--- config.mk ---
export PLATFORM = sky130hd
export DESIGN_NAME = perf_counter_ctrl
export DESIGN_NICKNAME = d
export VERILOG_FILES = /design/src/rtl/perf_counter_ctrl.sv
export SDC_FILE = /design/constraint.sdc
export NUM_CORES = 1
export LEC_CHECK = 0
export ABC_AREA = 1
export CAP_MARGIN = 15
export CORE_ASPECT_RATIO = 1.2
export CORE_UTILIZATION = 60
export CTS_CLUSTER_DIAMETER = 80
export DETAILED_ROUTE_END_ITERATION = 12
export DONT_BUFFER_PORTS = 1
export PLACE_DENSITY_LB_ADDON = 0.08
export SLEW_MARGIN = 20
export SYNTH_ARGS = -nofsm -noshare
export SYNTH_HDL_FRONTEND = slang
export SYNTH_SLANG_ARGS = --single-unit
--- constraint.sdc ---
create_clock -name clk -period 7.9 [get_ports clk]
set_clock_uncertainty 0.2 [all_clocks]
set_input_delay 1.185 -clock clk [delete_from_list [all_inputs] [get_ports clk]]
set_output_delay 1.185 -clock clk [all_outputs]
set_load 0.02 [all_outputs]
--- src/rtl/perf_counter_ctrl.sv ---
// rtl/perf_counter_ctrl.sv - performance counter bank with command sequencing and serial snapshot drain
//
// Purpose: NUM_CNT event counters accumulate a per-cycle step while running.
// START/STOP/CLEAR/DUMP arrive over a valid/ready command port. DUMP freezes
// every counter into a snapshot bank in one cycle, then the snapshot is
// drained one word per handshake over a valid/ready read port.
//
// Ports:
//   clk, rst            clock, synchronous active-high reset
//   cmd_valid/ready/op  command handshake; op 00 START, 01 STOP, 10 CLEAR, 11 DUMP
//   evt_en, evt_step    per-counter event strobe and packed step values
//   rd_valid/ready      snapshot word handshake
//   rd_id, rd_data      index and value of the current snapshot word
//   rd_last             marks the word for index NUM_CNT-1
//   running, busy       counters enabled / drain in progress
//   ovf                 sticky per-counter wrap flags
module perf_counter_ctrl #(
  parameter int NUM_CNT       = 4,
  parameter int DATA_WIDTH    = 32,
  parameter int STEP_BITWIDTH = 8,
  parameter int ID_WIDTH      = 2
) (
  input  logic                             clk,
  input  logic                             rst,
  input  logic                             cmd_valid,
  output logic                             cmd_ready,
  input  logic [1:0]                       cmd_op,
  input  logic [NUM_CNT-1:0]               evt_en,
  input  logic [NUM_CNT*STEP_BITWIDTH-1:0] evt_step,
  output logic                             rd_valid,
  input  logic                             rd_ready,
  output logic [ID_WIDTH-1:0]              rd_id,
  output logic [DATA_WIDTH-1:0]            rd_data,
  output logic                             rd_last,
  output logic                             running,
  output logic                             busy,
  output logic [NUM_CNT-1:0]               ovf
);

  localparam logic [1:0] OP_START = 2'b00;
  localparam logic [1:0] OP_STOP  = 2'b01;
  localparam logic [1:0] OP_CLEAR = 2'b10;
  localparam logic [1:0] OP_DUMP  = 2'b11;
  localparam int SUM_W = DATA_WIDTH + 1;
  localparam logic [ID_WIDTH-1:0] LAST_ID = ID_WIDTH'(NUM_CNT - 1);

  typedef enum logic {RUN_STOPPED, RUN_RUNNING} run_state_e;
  typedef enum logic {DRN_IDLE, DRN_DRAIN} drain_state_e;

  run_state_e          run_q;
  drain_state_e        drain_q;
  logic [ID_WIDTH-1:0] rd_id_q;
  logic [DATA_WIDTH-1:0] rd_data_q;
  logic                rd_last_q;

  logic [DATA_WIDTH-1:0] cnt_q  [NUM_CNT];
  logic [DATA_WIDTH-1:0] cnt_d  [NUM_CNT];
  logic [DATA_WIDTH-1:0] snap_q [NUM_CNT];
  logic [SUM_W-1:0]      sum    [NUM_CNT];
  logic [NUM_CNT-1:0]    ovf_q;
  logic [NUM_CNT-1:0]    ovf_d;

  logic                cmd_fire;
  logic                clear_fire;
  logic                dump_fire;
  logic [ID_WIDTH-1:0] next_id;

  assign running   = (run_q == RUN_RUNNING);
  assign busy      = (drain_q == DRN_DRAIN);
  assign rd_valid  = busy;
  assign cmd_ready = ~busy;
  assign rd_id     = rd_id_q;
  assign rd_data   = rd_data_q;
  assign rd_last   = rd_last_q;
  assign ovf       = ovf_q;

  assign cmd_fire   = cmd_valid & cmd_ready;
  assign clear_fire = cmd_fire & (cmd_op == OP_CLEAR);
  assign dump_fire  = cmd_fire & (cmd_op == OP_DUMP);
  assign next_id    = rd_id_q + ID_WIDTH'(1);

  // CLEAR wins over a same-cycle event; the carry bit of the widened sum
  // is the wrap indication for the sticky flag.
  always_comb begin
    ovf_d = ovf_q;
    for (int i = 0; i < NUM_CNT; i++) begin
      sum[i]   = {1'b0, cnt_q[i]} + SUM_W'(evt_step[i*STEP_BITWIDTH +: STEP_BITWIDTH]);
      cnt_d[i] = cnt_q[i];
      if (clear_fire) begin
        cnt_d[i] = '0;
        ovf_d[i] = 1'b0;
      end else if (running && evt_en[i]) begin
        cnt_d[i] = sum[i][DATA_WIDTH-1:0];
        if (sum[i][DATA_WIDTH]) ovf_d[i] = 1'b1;
      end
    end
  end

  always_ff @(posedge clk) begin
    if (rst) begin
      ovf_q <= '0;
      for (int i = 0; i < NUM_CNT; i++) begin
        cnt_q[i]  <= '0;
        snap_q[i] <= '0;
      end
    end else begin
      ovf_q <= ovf_d;
      for (int i = 0; i < NUM_CNT; i++) begin
        cnt_q[i] <= cnt_d[i];
        // Snapshot takes the pre-increment value of the accepting cycle.
        if (dump_fire) snap_q[i] <= cnt_q[i];
      end
    end
  end

  // Run and drain state machines advance independently.
  always_ff @(posedge clk) begin
    if (rst) begin
      run_q     <= RUN_STOPPED;
      drain_q   <= DRN_IDLE;
      rd_id_q   <= '0;
      rd_data_q <= '0;
      rd_last_q <= 1'b0;
    end else begin
      case (run_q)
        RUN_STOPPED: if (cmd_fire && cmd_op == OP_START) run_q <= RUN_RUNNING;
        RUN_RUNNING: if (cmd_fire && cmd_op == OP_STOP)  run_q <= RUN_STOPPED;
        default:     run_q <= RUN_STOPPED;
      endcase
      case (drain_q)
        DRN_IDLE: begin
          if (dump_fire) begin
            drain_q   <= DRN_DRAIN;
            rd_id_q   <= '0;
            // snap_q loads on this same edge, so word 0 comes from the live counter.
            rd_data_q <= cnt_q[0];
            rd_last_q <= 1'b0;
          end
        end
        DRN_DRAIN: begin
          if (rd_ready) begin
            if (rd_last_q) begin
              drain_q   <= DRN_IDLE;
              rd_id_q   <= '0;
              rd_data_q <= '0;
              rd_last_q <= 1'b0;
            end else begin
              rd_id_q   <= next_id;
              rd_data_q <= snap_q[next_id];
              rd_last_q <= (next_id == LAST_ID);
            end
          end
        end
        default: drain_q <= DRN_IDLE;
      endcase
    end
  end

endmodule
### Word level (Yosys, flattened, before mapping)

Memories as Yosys holds them, arrays and structs flattened.
Index checks and enable logic that the tools add are counted.

| word-level totals | value |
|---|---|
| flip-flop bits (word level) | 41 |
| memory bits (writable) | 256 |
| input bits | 42 |
| output and inout port bits | 43 |
| word-level logic and storage cells | 88 |
| memories kept | 2 |

Memory list:

| memory | depth | bits a word | read ports | clocked after Yosys merged registers in | wr ports | RTL line | RTL |
|---|---|---|---|---|---|---|---|
| cnt_q | 4 | 32 | 4 | 0 | 4 | 56 | `logic [DATA_WIDTH-1:0] cnt_q [NUM_CNT];` |
| snap_q | 4 | 32 | 1 | 0 | 4 | 58 | `logic [DATA_WIDTH-1:0] snap_q [NUM_CNT];` |

| cells by class | value |
|---|---|
| add/subtract/negate cells | 5 |
| eq/ne operators | 6 |
| mux-type cells | 40 |
| bitwise operators | 13 |
| reduce and logical (&&, ||, !) cells | 13 |

Operator list:

| cell | number |
|---|---|
| $mux W32 | 19 |
| $add A32 B8 Y33 | 4 |
| $pmux W32 S2 | 1 |
| $mux W1 | 13 |
| $reduce_and A2 Y1 | 5 |
| $or A1 B1 Y1 | 8 |
| $eq A2 B2 Y1 const B | 3 |
| $logic_and A1 B1 Y1 | 6 |
| $mux W2 | 3 |
| $pmux W1 S2 | 3 |
| $pmux W2 S2 | 1 |
| $and A1 B1 Y1 | 3 |
| $add A2 B1 Y2 const B | 1 |
| $eq A2 B1 Y1 const B | 1 |
| $logic_not A2 Y1 | 1 |
| $ne A2 B1 Y1 const B | 1 |
| $ne A2 B2 Y1 const B | 1 |
| $not A1 Y1 | 2 |
| $reduce_or A2 Y1 | 1 |

### Longest topological paths before layout

| depth | value |
|---|---|
| word-level depth | 7 |
| gate-level depth with buffers | 14 |
| depth with buffers taken out | 14 |

### Worst setup path after synthesis

OpenSTA, ideal clock, no wires.

| timing path | value |
|---|---|
| path type | input -> register |
| start | input rst |
| end | memory snap_q[0][0], enable pin |
| arrival time | 3.826 ns |
| required time | 6.586 ns |
| setup slack | 2.760 ns |
| cell stages on the path | 4 |
| cell sequence | inv_1 -> clkbuf_1 -> clkbuf_1 -> nand2_1 |

RTL lines:

| element | RTL line | RTL |
|---|---|---|
| start, declared | 24 | `input logic rst,` |
| end, declared | 58 |  |

==> results_dict.tcl <==
set metrics [dict create \
    post-route-drc-count 0 \
    hold_buffers 0 \
    final_common_cell "nand2_1" \
    numCtsBuffers 31 \
    root_buffer "clkbuf_16" \
    slew_headroom_pct 35.3 \
    drt_iter0_drc 1113 \
    worstSetupEndpointType "flop" \
    tightestPinTransition_ps 969 \
    synthCells 2140 \
    final_cell_mix "410 x nand2_1, 408 x nor2_1, 277 x inv_1" \
    cts_resized 0 \
    grt_start_max_net_pins 77 \
    synth_cell_types 40 \
    setup_viol 0 \
    syn-cell-area_mm2 0.0156 \
    worstPathRequired_ps 7880 \
    max-vdd-ir-drop_mv 0.191 \
    rows 64 \
    wl_per_cell_um 17.5 \
    final_util_pct 66.1 \
    slowest_delay_ps 800 \
    hold_viol 0 \
    ys_seq_elements 297 \
    grt_pass1_wl_mm 67.5 \
    avgSynthCellArea_um2 7.31 \
    dieArea_mm2 0.0267 \
    power_density_mw_per_mm2 208 \
    dpl.hpwl_mm 30.6 \
    cts_htree_levels 1 \
    antenna_cells 0 \
    hold_path_startpoint "cnt_q[0][84]" \
    final_cells 2459 \
    core_area_mm2 0.0255 \
    dr.pass1.iters 5 \
    p_sw_share_pct 24.3 \
    cpLargestDelayFamily "buffers and inverters" \
    crit_buf_inv 3 \
    cts_tree "built" \
    clkPwrFrac_pct 44.1 \
    finalWeightedCongestion 0.940 \
    clock_latency_ps 570 \
    p_comb_share_pct 7.5 \
    clock_path_buffers 3 \
    syn-num-nets 2219 \
    yosysWarnings 0 \
    drv_slew 0 \
    crit_type "flop to flop" \
    dp.cells 2401 \
    via_per_inst 5.71 \
    max-cap-violations 0 \
    critPathMaxFanout 66 \
    finalSetupTns_ps 0 \
    p_int_uw 2660 \
    fp.dieH_um 179 \
    startpoint "busy" \
    arrival_ps 3840 \
    ant_nets 0 \
    outcome "finished, final reports clean" \
    clk_pin_slew_ps 60 \
    vias 14000 \
    p_seq_share_pct 48.4 \
    ys.flop_type "dfxtp_1" \
    grt_pass1_vias 13100 \
    fin_crit_ps 3860 \
    rsz0062_at_grt "no" \
    critPathLaunchType "flop" \
    drive_gt1_share_pct 4.32 \
    holdWs_ps 281 \
    grt_antenna_before_repair 0 \
    cts_num_sinks 297 \
    yosysSeqAreaShare_pct 46.2 \
    async_flop_share_pct 0 \
    power.switching_uw 854 \
    area_delta_synth_final_pct 7.97 \
    critPathSlowestCell "buf_4" \
    post-route-period-util_pct 48.9 \
    hold_class "flop to flop" \
    io_buffer_count 0 \
    post_cts.repair.setup_buffers 0 \
    die_width_um 149 \
    grt.overflow.total 0 \
    final_nets 2183 \
    path_cells "inv_2 -> nand2_1 -> inv_1 -> nand3_1 -> nand2_4 -> buf_4" \
    synth_edf_count 128 \
    grt.total_usage_pct 32.4 \
    max_freq_ghz 0.259 \
    start_util_pct 61.3 \
    ioPinCount 85 \
    wirelength_mm 43.0 \
    p_leak_uw 0.00683 \
    r2r_start "busy" \
]
==> path summary, 6_finish.rpt <==
check / slack (ps) / cells past startpoint / endpoint
max reg2reg: 4040 / 6 / snap_q[1][26]
min: 280 / 1 / cnt_q[0][84]
min reg2reg: 280 / 1 / cnt_q[0][84]
max: 4040 / 6 / snap_q[1][26]
==> per-stage QoR <==
| stage | setup slack, ps | area, um^2 | total power, uW |
|---|---|---|---|
| CTS | 4080 | 16900 | 3520 |
| global route | 3850 | 16900 | 3620 |
| floorplan | 2760 | 15600 | 1920 |
| global placement | 3770 | 15800 | 1980 |
| detailed placement | 3720 | 15800 | 1990 |
| finish | 4040 | 16900 | 3510 |
==> power groups by stage <==
stage	Sequential (uW)	Clock, uW	Combinational, uW
final	1700	1550	263
after detailed placement	1730	0	259
after global routing	1700	1620	293
after floorplan	1720	0	196
after global placement	1730	0	254
after CTS	1700	1560	261
==> area by class of cell <==
type	instances	area, um^2
clock inverter	23	272
inverter	285	1070
clock buffer	35	811
tap	330	413
sequential	297	7230
timing repair buffer	9	67.6
multi-input combinational	1480	7030
fill	2235	8650
==> synth_stat cells (all sizes together), types with 5 or more instances <==
library cell	n	area, um^2
a22oi	20	150
inv	283	1060
xnor2	7	61.3
o21ai	160	801
dfxtp	169	3380
xor2	16	140
nand3	127	636
nor2	411	1550
edfxtp	128	3840
or2	5	31.3
a21oi	156	781
nand4	42	269
clkbuf	40	150
and2	7	43.8
nor3	42	241
buf	38	193
o22ai	12	75.1
nand2	417	1580
ha	33	413
==> routing by layer <==
layer | GRT usage [%] | wire, um | vias to the layer above
met4 | 13.9 | 1810 | 0
met1 | 39.4 | 17400 | 6565
met5 | 0 | 0 | -
li1 | - | - | 6891
met3 | 4.61 | 2900 | 89
met2 | 56.8 | 20900 | 486
==> registers in the layout, indices dropped and copies added, names as in the netlist <==
| register | flops |
|---|---|
| busy | 1 |
| cnt_q | 128 |
| ovf | 4 |
| rd_data | 32 |
| rd_id | 2 |
| rd_last | 1 |
| running | 1 |
| snap_q | 128 |
==> kinds of logic after synthesis <==
logic type | Yosys count | synth area share (%)
AND/OR/NAND/NOR | 1065 | 28.5
buffers and inverters | 363 | 9.03
AO/OA/AOI/OAI | 355 | 11.9
flip-flops | 297 | 46.2
adder cells (fa/ha/maj) | 37 | 3.15
XOR/XNOR | 23 | 1.29
(Power assumes the default switching activity.)
